`config.mk`:
```
export PLATFORM = sky130hd
export DESIGN_NAME = control_unit_seq
export DESIGN_NICKNAME = d
export VERILOG_FILES = /design/src/rtl/cu_pkg.sv /design/src/rtl/cu_exec_timer.sv /design/src/rtl/control_unit_seq.sv
export SDC_FILE = /design/constraint.sdc
export NUM_CORES = 1
export LEC_CHECK = 0
export ABC_CLOCK_PERIOD_IN_PS = 2400
export CAP_MARGIN = 20
export CORE_AREA = 10 10 75 77
export DETAILED_ROUTE_END_ITERATION = 16
export DIE_AREA = 0 0 85 87
export GPL_TIMING_DRIVEN = 0
export PLACE_DENSITY = 0.65
export SLEW_MARGIN = 10
export SYNTH_ARGS = -nofsm -noshare
export SYNTH_HDL_FRONTEND = slang
export SYNTH_SLANG_ARGS = --single-unit
```
`constraint.sdc`:
```
create_clock -name clk -period 2.4 [get_ports clk]
set_input_delay 0.6 -clock clk [delete_from_list [all_inputs] [get_ports clk]]
set_output_delay 0.6 -clock clk [all_outputs]
set_load 0.02 [all_outputs]
```
`src/rtl/cu_pkg.sv`:
```
// Shared types and opcode constants for the control_unit_seq sequencer.
package cu_pkg;

  typedef enum logic [2:0] {
    IDLE,
    FETCH,
    DECODE,
    EXECUTE,
    WRITEBACK,
    TRAP
  } state_t;

  localparam logic [5:0] OP_TRAP = 6'b000000;
  localparam logic [5:0] OP_JZ   = 6'b000011;
  localparam logic [5:0] OP_AND  = 6'b001001;
  localparam logic [5:0] OP_MUL  = 6'b010000;
  localparam logic [5:0] OP_DIV  = 6'b010001;
  localparam logic [5:0] OP_GT   = 6'b011000;

  function automatic logic is_long_op(
    input logic [5:0] op
  );
    return (op == OP_MUL) || (op == OP_DIV);
  endfunction

endpackage

```
`src/rtl/cu_exec_timer.sv`:
```
// Loadable down-counter; last is high in the final execute cycle.
module cu_exec_timer #(
  parameter int W = 2
) (
  input  logic         clk,
  input  logic         reset,
  input  logic         load,
  input  logic [W-1:0] load_value,
  output logic         last
);

  logic [W-1:0] count;

  always_ff @(posedge clk) begin
    if (reset) begin
      count <= '0;
    end else if (load) begin
      count <= load_value;
    end else if (count != '0) begin
      count <= count - W'(1);
    end
  end

  assign last = (count == '0);

endmodule

```
`src/rtl/control_unit_seq.sv`:
```
// Multi-cycle fetch/decode/execute/write-back sequencer with trap handling.
// Optional feature: define CU_HALF_WORD_EN to drive half_word_mode from IR bit 0.
module control_unit_seq
  import cu_pkg::*;
#(
  parameter int INSTR_WIDTH      = 20,
  parameter int OPCODE_WIDTH     = 6,
  parameter int NUM_REGS         = 6,
  parameter int LONG_EXEC_CYCLES = 4,
  localparam int REG_IDX_W       = $clog2(NUM_REGS)
) (
  input  logic                   clk,
  input  logic                   reset,
  input  logic [INSTR_WIDTH-1:0] instruction,
  input  logic                   instr_valid,
  input  logic                   zero_flag,
  input  logic                   div_by_zero_flag,
  input  logic                   mem_violation_flag,
  input  logic                   mem_corruption_flag,
  input  logic                   trap_clear,
  output logic                   fetch_enable,
  output logic                   decode_enable,
  output logic                   execute_enable,
  output logic                   write_back_enable,
  output logic [REG_IDX_W-1:0]   rs1_sel,
  output logic [REG_IDX_W-1:0]   rs2_sel,
  output logic [REG_IDX_W-1:0]   rd_sel,
  output logic                   half_word_mode,
  output logic                   pc_load,
  output logic                   trap_mode_flag,
  output logic                   instr_retired
);

  localparam int TW     = $clog2(LONG_EXEC_CYCLES);
  localparam int RS1_HI = INSTR_WIDTH - OPCODE_WIDTH - 1;
  localparam int RS2_HI = RS1_HI - REG_IDX_W;
  localparam int RD_HI  = RS2_HI - REG_IDX_W;

  state_t                 state;
  state_t                 next;
  logic [INSTR_WIDTH-1:0] ir;
  logic [5:0]             op;
  logic                   fault;
  logic                   take;
  logic                   exec_last;
  logic [TW-1:0]          exec_len;
  logic                   ir_unused;

  assign op        = 6'(ir[INSTR_WIDTH-1 -: OPCODE_WIDTH]);
  assign fault     = mem_violation_flag | mem_corruption_flag;
  assign take      = (state == FETCH) && (next == DECODE);
  assign exec_len  = is_long_op(op) ? TW'(LONG_EXEC_CYCLES - 1) : '0;
  assign ir_unused = ^ir;

  cu_exec_timer #(
    .W(TW)
  ) u_timer (
    .clk       (clk),
    .reset     (reset),
    .load      (state == DECODE),
    .load_value(exec_len),
    .last      (exec_last)
  );

  always_comb begin
    next = state;
    unique case (state)
      IDLE:      next = FETCH;
      FETCH:     if (instr_valid) next = DECODE;
      DECODE:    next = (op == OP_TRAP) ? TRAP : EXECUTE;
      EXECUTE: begin
        if ((op == OP_DIV) && div_by_zero_flag) begin
          next = TRAP;
        end else if (exec_last) begin
          next = (op == OP_JZ) ? FETCH : WRITEBACK;
        end
      end
      WRITEBACK: next = FETCH;
      TRAP:      if (trap_clear && !fault) next = FETCH;
      default:   next = IDLE;
    endcase
    // Memory faults override every other transition while active.
    if (fault && (state != IDLE) && (state != TRAP)) begin
      next = TRAP;
    end
  end

  always_ff @(posedge clk) begin
    if (reset) begin
      state             <= IDLE;
      ir                <= '0;
      fetch_enable      <= 1'b0;
      decode_enable     <= 1'b0;
      execute_enable    <= 1'b0;
      write_back_enable <= 1'b0;
      trap_mode_flag    <= 1'b0;
      instr_retired     <= 1'b0;
      pc_load           <= 1'b0;
      rs1_sel           <= '0;
      rs2_sel           <= '0;
      rd_sel            <= '0;
    end else begin
      state             <= next;
      fetch_enable      <= (next == FETCH);
      decode_enable     <= (next == DECODE);
      execute_enable    <= (next == EXECUTE);
      write_back_enable <= (next == WRITEBACK);
      trap_mode_flag    <= (next == TRAP);
      instr_retired     <= (next == WRITEBACK) ||
                           ((state == DECODE) &&
                            (next == EXECUTE) &&
                            (op == OP_JZ));
      // Only a JZ can go straight from EXECUTE back to FETCH.
      pc_load           <= (state == EXECUTE) &&
                           (next == FETCH) && zero_flag;
      if (take) begin
        ir      <= instruction;
        rs1_sel <= instruction[RS1_HI -: REG_IDX_W];
        rs2_sel <= instruction[RS2_HI -: REG_IDX_W];
        rd_sel  <= instruction[RD_HI -: REG_IDX_W];
      end
    end
  end

`ifdef CU_HALF_WORD_EN
  always_ff @(posedge clk) begin
    if (reset) begin
      half_word_mode <= 1'b0;
    end else if (take) begin
      half_word_mode <= instruction[0];
    end
  end
`else
  assign half_word_mode = 1'b0;
`endif

endmodule

```
* Word-level counts from Yosys, hierarchy flattened
Index checks and enable logic that the tools add are counted.
Operators by class: add/subtract/negate cells 1, equality and inequality tests 14, muxes and demuxes 11, bitwise logic cells 1, reduce and logical (&&, ||, !) cells 19
Operators by type and width (count):
- $mux 3 | 7
- $pmux 3 s5 | 1
- $eq 3x2->1 const B | 4
- $eq 3x3->1 const B | 4
- $eq 6x5->1 const B | 2
- $logic_and 1x1->1 | 9
- $eq 3x1->1 const B | 2
- $eq 6x2->1 const B | 1
- $logic_not 6->1 | 1
- $mux 2 | 3
- $reduce_bool 2->1 | 2
- $logic_not 3->1 | 1
- $ne 3x3->1 const B | 1
- $reduce_bool 3->1 | 1
- $logic_not 2->1 | 1
- $logic_or 1x1->1 | 2
- $reduce_or 2->1 | 1
- $sub 2x1->2 const B | 1
- $logic_not 1->1 | 1
- $or 1x1->1 | 1
Word-level totals: register bits 41, input bits 28, output and inout bits 17, word-level logic and storage cells 59

* Depth between registers and ports, before layout
word-level depth 10, mapped depth 9, gate-level depth less buffers 7

* By module
A second synthesis with hierarchy kept.
Second synthesis, totals: cell total of the unflattened synthesis 149, area total of the unflattened synthesis 1361.3 um2
By module, submodules not included:
- control_unit_seq | instances 1, cells each 137, area each 1239.9 um2, sequential area each 500.5 um2
- cu_exec_timer | instances 1, cells each 12, area each 121.4 um2, sequential area each 40.0 um2

* Least setup slack after synthesis
OpenSTA, ideal clock, no wires.
path type input port to flip-flop, start input port mem_corruption_flag, end register pc_load, setup time 0.096 ns, arrival time 1.751 ns, required time 2.304 ns, slack 0.553 ns, stages on the path 5, buffers on the path 0, path through or3b_2 > a32oi_1 > o211ai_1 > nand2b_1 > nor4b_1
Between the ends: word-level cells in the longest chain between the ends 9, elaborated cells on any way between the ends 11, classes of those cells eq/ne (1); mux (3); bitwise (1); reduce/logical (6)
RTL lines:
- from (decl) | RTL line control_unit_seq.sv:19 | input logic mem_corruption_flag,
- $or 1x1->1 (*) | RTL line control_unit_seq.sv:50 | assign fault = mem_violation_flag | mem_corruption_flag;
- $logic_not 1->1 | RTL line control_unit_seq.sv:79 | TRAP: if (trap_clear && !fault) next = FETCH;
- $logic_and 1x1->1 | RTL line control_unit_seq.sv:79
- $mux 3 | RTL line control_unit_seq.sv:79
- $pmux 3 s5 | RTL line control_unit_seq.sv:67 | unique case (state)
- $mux 3 (*) | RTL line control_unit_seq.sv:83 | if (fault && (state != IDLE) && (state != TRAP)) begin
- $eq 3x1->1 (*) | RTL line control_unit_seq.sv:115 | (next == FETCH) && zero_flag;
- $logic_and 1x1->1 (*) | RTL line control_unit_seq.sv:114 | pc_load <= (state == EXECUTE) &&
- $logic_and 1x1->1 (*) | RTL line control_unit_seq.sv:115
- to (signal assigned) | RTL line control_unit_seq.sv:114
- to (decl) | RTL line control_unit_seq.sv:29 | output logic pc_load,
Every way passes the cells marked *; elsewhere a longest branch is shown, timed or not. A chain may end at the register's enable or synchronous reset.

* Final worst setup path
Ends and elaborated chain as after synthesis.

==> impl_metrics.yaml <==
sta:
  setup_tns_ns: 0
  fin_crit_ns: 2.230
  fin_crit_sh_pct: 92.92
  finClkSkew_ns: 0.003179
  rsz0062_at_grt: "false"
  finalSetupViolations: 0
  maxSlewViolCount: 0
  hold_ws_ns: 0.4781
  fmax_ghz: 0.4484
  finalHoldViolCount: 0
routing:
  dr.pass1.iters: 4
  routed-via-count: 1098
  antenna_left: 0
  initialDrtViolationCount: 73
  drc: 0
  wire_per_inst_um: 12.91
  postRouteWirelength_um: 3164
  via_per_inst: 4.482
worst_setup_path:
  max_stage_delay_ns: 0.48
  worst_setup_path_start_kind: "input port"
  crit_chain: "clkdlybuf4s50_1 -> or3b_2 -> a32oi_1 -> o211ai_1 -> nand2b_1 -> nor4b_1"
  worst_path_max_delay_cell: "or3b_2"
  critPathKind: "in -> reg"
  worst-endpoint-arrival_ns: 2.40
  cp_max_fo: 4
  r2r_slack_ns: 0.43
  cp-end-kind: "flip-flop"
  required_ns: 2.57
cts:
  ctsResizeCount: 0
  cts_setup_buffers: 0
  cts.sink_count: 27
  clkLatencyLatePin_ns: 0.27
  cts_hold_repair.buffers: 0
  cts-root-buf: "clkbuf_8"
  clkTransAtPathRegs_ns: 0.09
  numCtsBuffers: 3
  clockBufferDepth: 2
  htree_levels: 1
  cts_tree: "built"
grt:
  antenna_found_initial: 0
  grt_max_degree: 16
  grt_pass1_vias: 1196
  track_usage_pct: 8.443
  grt_pass1_wl_um: 5306
  grt.overflow.total: 0
logic_synthesis:
  synth_area_leaders: "dfxtp_1, nand2b_1, mux2i_1"
  netlist.area_leader.share_pct: 37.76
  yosysWarningCount: 0
  synth_nets: 181
  syn-cell-area_um2: 1431
  ys_types: 43
  synth_xor_area_share_pct: 0.6119
  synth_simple_gate_area_share_pct: 30.86
  yosys.area.top_type: "dfxtp_1"
  synth_compound_area_share_pct: 8.479
  seq_area_frac_synth_pct: 37.76
  postSynthCellCount: 152
  ys_seq_elements: 27
  muxShareOfSynthArea_pct: 10.49
  postSynthAreaPerCell_um2: 9.417
  synth_top_family_by_area: "simple AND/OR/NAND/NOR gates"
  synth_fa_ha_area_share_pct: 0.8741
placed_design:
  dp_cells: 241
  gp_routability_congestion: 0.8161
  dpl.hpwl_um: 2423
  portBuffers: 37
  placed_area_um2: 1867
pwr:
  totalPowerFinal_w: 0.001237
  p_int_w: 0.0008433
  switchingPower_w: 0.0003935
  seqPwrFrac_pct: 42.8
  p_comb_share_pct: 36.5
  power.leakage_nw: 0.7193
  power.density_nw_per_um2: 646.5
  ir_drop_mv: 0.3763
  clkPwrFrac_pct: 20.7
  swShare_pct: 31.81
layout:
  final_cells: 245
  diodes: 0
  fin_area_um2: 1913
  fin_nets: 223
  syn_to_final_growth_pct: 33.65
  fillers: 414
  drive_above_1_share_pct: 13.99
run:
  cap_violations: 0
outcome:
  status: "finished clean"
floorplanning:
  start_util_pct: 33.81
  fp.dieW_um: 85
  num_rows: 24
  die_y_um: 87
  dieArea_um2: 7395
  core-area_um2: 4234
  ios: 45
hold_path:
  min_path_type: "reg -> reg"
## through the flow
stage	setup WS [ns]	utilization, %
6_report	0.1698	45.18
3_5_place_dp	-0.1461	44.09
3_3_place_gp	-0.08760	44.09
5_1_grt	0.04013	45.18
4_1_cts	0.1333	45.18
2_1_floorplan	0.5530	-
## sequential cells by signal (all words and copies together) (netlist names)
register and flops:
pc_load 1, instr_retired 1, decode_enable 1, rs2_sel 2
rd_sel 2, execute_enable 1, trap_mode_flag 1, rs1_sel 2
fetch_enable 1, write_back_enable 1, ir 9, state 3
u_timer.count 2
## logic make-up after synthesis
| logic type | Yosys count |
|---|---|
| buf+inv | 22 |
| mux | 15 |
| other cells | 1 |
| xor+xnor | 1 |
| fa+ha+maj | 1 |
| simple gates | 70 |
| compound gates | 15 |
| flops | 27 |
## worst paths after layout
path | start | endpoint | cells past startpoint
worst min-delay path | rs1_sel[1] | rs1_sel[1] | 2
worst max-delay path | mem_corruption_flag | pc_load | 6
worst min register to register | rs1_sel[1] | rs1_sel[1] | 2
worst max register to register | u_timer.count[0] | ir[15] | 9
## layer usage
metal / vias up / share of wire [%] / global-route usage (%)
met3: 2 / 4.4 / 2.154
li1: 585 / - / -
met2: 18 / 51 / 15.12
met5: - / 0 / 0
met4: 0 / 1.0 / 2.545
met1: 493 / 43 / 9.542
## layout by cell type, fill, tap and decap left out, types with 3 or more instances in the layout
master	netlist	final
buf_2	4	4
buf_4	11	11
clkbuf_8	0	3
clkdlybuf4s50_1	0	37
dfxtp_1	27	27
inv_1	3	3
mux2i_1	15	15
nand2_1	6	6
nand2b_1	29	29
nor2_1	8	8
nor3_1	3	3
nor3b_1	3	3
or2b_1	3	3
## Yosys cell counts
cell / number
ha_1: 1
o22ai_2: 1
nor2_1: 8
and3_1: 2
or3b_2: 2
or2_0: 1
a311o_2: 1
nand3b_1: 2
o221ai_1: 1
o211ai_1: 1
buf_6: 1
a32oi_1: 1
inv_1: 3
nand2_1: 6
a31o_2: 1
o21ai_0: 2
nand4_1: 1
nand3_1: 1
and3b_1: 2
a31o_1: 1
nor4b_1: 1
buf_2: 4
xor2_1: 1
nor4_4: 1
buf_4: 11
dfxtp_1: 27
and2_0: 1
nor2b_1: 2
nor3b_1: 3
buf_12: 1
nand4b_1: 1
a21o_1: 1
clkbuf_1: 2
a211o_1: 1
or2b_1: 3
o22a_1: 1
nor3_1: 3
nand2b_1: 29
a211oi_1: 2
a21oi_1: 1
and4b_1: 1
mux2i_1: 15
conb_1: 1
## power groups by stage
stage | logic [W] | clock network, W | registers (W)
3_5_place_dp | 0.000452 | 0 | 0.000541
2_1_floorplan | 0.000300 | 0 | 0.000554
5_1_grt | 0.000518 | 0.000283 | 0.000537
6_report | 0.000451 | 0.000256 | 0.000530
3_3_place_gp | 0.000453 | 0 | 0.000538
4_1_cts | 0.000455 | 0.000270 | 0.000531
## worst max-delay path: cells and delay by family
kind / cells / cell delay, ns
buf+inv: 1 / 0.43
compound gates: 2 / 0.36
simple gates: 3 / 1.01
## final cells by class
class                      instances  area [um^2]  area share (%)
sequential                        27        540.5           28.25
tap                               52        65.06           3.401
clock inverter                     1        5.005          0.2616
timing repair buffer              37        370.4           19.36
clock buffer                       3        41.29           2.158
inverter                           3        11.26          0.5886
buffer                            19        141.4           7.390
multi-input combinational        103        738.2           38.59
Note: power is estimated with default switching activity, not from simulation.
==> RTL edit: new RTL, config.mk and constraints unchanged <==
Change the parameter `LONG_EXEC_CYCLES` from 4 to 16.
--- a/src/rtl/control_unit_seq.sv
+++ b/src/rtl/control_unit_seq.sv
@@ -8,3 +8,3 @@
   parameter int NUM_REGS         = 6,
-  parameter int LONG_EXEC_CYCLES = 4,
+  parameter int LONG_EXEC_CYCLES = 16,
   localparam int REG_IDX_W       = $clog2(NUM_REGS)
Check against the original RTL: not equivalent (a bounded check fails within 10 cycles, from zero or initial values and one cycle with reset high).
==> RTL edit against the unedited design <==
  * Worst setup slack lost 0.013 ns
  * Critical path depth stayed put
  * Sequential power increased by 7.0%
  * Clock power is 87% higher
  * Final cell count fell by 2.4%
  * Die area did not move
  * Core utilization up 0.12 points
  * Total power up 18%
  * Routed wire length is 7.3% lower
  * Global-route usage up 0.16 points
  * Non-clock buffer count unchanged
  * Sequential cell count increased by 2
  * Area after synthesis fell by 5.4%
  * Design area grew 0.26%
  * Critical endpoint is now rd_sel[1]$_SDFFE_PP0P_
==> RTL edit: results (changes against the unedited design) <==
[outcome]
outcome=finished clean

[worst_setup_path]
timing.reg2reg.setup_slack_ns=0.34  ; -0.09 ns
reg2regPathDepth=7  ; -2
worst_r2r_endpoint=pc_load$_SDFF_PP0_
crit_path_end=rd_sel[1]$_SDFFE_PP0P_

[power]
ir_worst_vdd_mv=0.368  ; -2.2%
p_leak_uw=0.000731  ; +1.6%

[clocking]
clock_tree.htree_level_count=2  ; +1
clock_slew_at_reported_path_ffs_ns=0.06  ; -0.03 ns
cts_inserted_buffers=5  ; +2
clock_tree.root_cell=sky130_fd_sc_hd__clkbuf_8

[drt]
drt_first_iter_violations=33  ; -55%
drt-vias-per-instance=4.51  ; +0.74%
postRouteWirelength_um=2930  ; -7.3%
avgRoutedWirePerCell_um=12.3  ; -5.0%

[global_route]
groute.usage.overall_pct=8.61  ; +0.16 points
grt_pass1_wl_um=5120  ; -3.5%
grt.met3_usage_pct=5.81  ; +3.7 points
grt_pass1_vias=1133  ; -5.3%
largest_net_degree_at_the_start_of_global_routing=11  ; -5
groute.layer.met2.usage_pct=12.7  ; -2.5 points

[cells_and_area]
nets=216  ; -3.1%
number_of_filler_instances_in_the_final_layout=425  ; +2.7%
largest_registers=ir: 9 flops, u_timer.count: 4 flops, state: 3 flops
final_layout_size_suffix_gt1_share_pct=16.6  ; +2.6 points

[sta]
final.setup_skew_ns=0.00363  ; +0.000449 ns
setup_slack_ns=0.157  ; -0.0127 ns
timing_max_transition_violations_final=0  ; unchanged

[placement]
place_ws_ns=-0.340  ; -0.194 ns
place.detailed.hpwl_um=2280  ; -5.8%
gp_congestion=0.771  ; -5.6%
placed_cells=230  ; -4.6%

[yosys]
netlist_instances=140  ; -7.9%
synth_commonest_cells=29 x sky130_fd_sc_hd__dfxtp_1, 21 x sky130_fd_sc_hd__nor2_1, 15 x sky130_fd_sc_hd__mux2i_1
synth_area_leaders=sky130_fd_sc_hd__dfxtp_1 43%, sky130_fd_sc_hd__mux2i_1 11%, sky130_fd_sc_hd__buf_4 6.1%
synthesis.nets=169  ; -6.6%
synth_seq_area_share_pct=42.9  ; +5.1 points

RTL edit: critical path, stage by stage:
cell	delay, ns
sky130_fd_sc_hd__clkdlybuf4s50_1	0.45
sky130_fd_sc_hd__or4b_4	0.56
sky130_fd_sc_hd__a211oi_4	0.33
sky130_fd_sc_hd__buf_4	0.21
sky130_fd_sc_hd__mux2i_1	0.20
sky130_fd_sc_hd__nor2_1	0.05
RTL edit: where the power goes:
group          switching, uW  internal [uW]
sequential              33.8            533
combinational            199            210
clock                    177            301
RTL edit: cell families after synthesis:
logic type,after synthesis,synth area share (%)
adders and majority gates,1,0.924
and+or+nand+nor,55,23.0
other,1,0.277
muxes,15,11.1
DFF,29,42.9
AOI/OAI and AO/OA,14,8.41
xor gates and xnor gates,4,2.59
buffers and inverters,21,10.8
RTL edit: layer usage:
layer | share of wire (%) | vias to the layer above
met5 | 0 | -
met4 | 1.7 | 0
met3 | 11 | 7
met2 | 42 | 36
met1 | 45 | 472
li1 | - | 564
RTL edit: layout make-up:
| class | instances | area share [%] |
|---|---|---|
| inverters | 5 | 0.978 |
| clock inverters | 2 | 1.83 |
| clock buffers | 5 | 3.59 |
| well taps | 52 | 3.39 |
| multi-input cells | 90 | 32.7 |
| flip-flops and latches | 29 | 30.3 |
| plain buffers | 16 | 6.65 |
| repair buffers | 40 | 20.6 |
RTL edit: worst min path at each step:
stage / from / end / slack, ns / depth (start not counted)
after global placement: rs2_sel[0]$_SDFFE_PP0P_ / rs2_sel[0]$_SDFFE_PP0P_ / 0.48 / 2
after global routing: ir[7]$_SDFFE_PP0P_ / ir[7]$_SDFFE_PP0P_ / 0.55 / 2
after detailed placement: rs1_sel[1]$_SDFFE_PP0P_ / rs1_sel[1]$_SDFFE_PP0P_ / 0.49 / 2
after CTS: rs1_sel[1]$_SDFFE_PP0P_ / rs1_sel[1]$_SDFFE_PP0P_ / 0.50 / 2
final: rs1_sel[1]$_SDFFE_PP0P_ / rs1_sel[1]$_SDFFE_PP0P_ / 0.50 / 2
after floorplan: ir[10]$_SDFFE_PP0P_ / ir[10]$_SDFFE_PP0P_ / 0.46 / 2
RTL edit: what timing repair did:
item | 4_1_cts | 5_1_grt
hold buffers | 0 | 0
setup buffers | 0 | 2
endpoints found under the hold margin | 0 | 0
endpoints found under the setup margin | 10 | 10
pin swaps | 1 | 1
RTL edit: per-stage QoR:
stage | power [uW] | instance area [um^2]
finish | 1450 | 1920
global route | 1560 | 1920
CTS | 1470 | 1900
detailed placement | 988 | 1800
global placement | 985 | 1800
floorplan | 875 | 1350
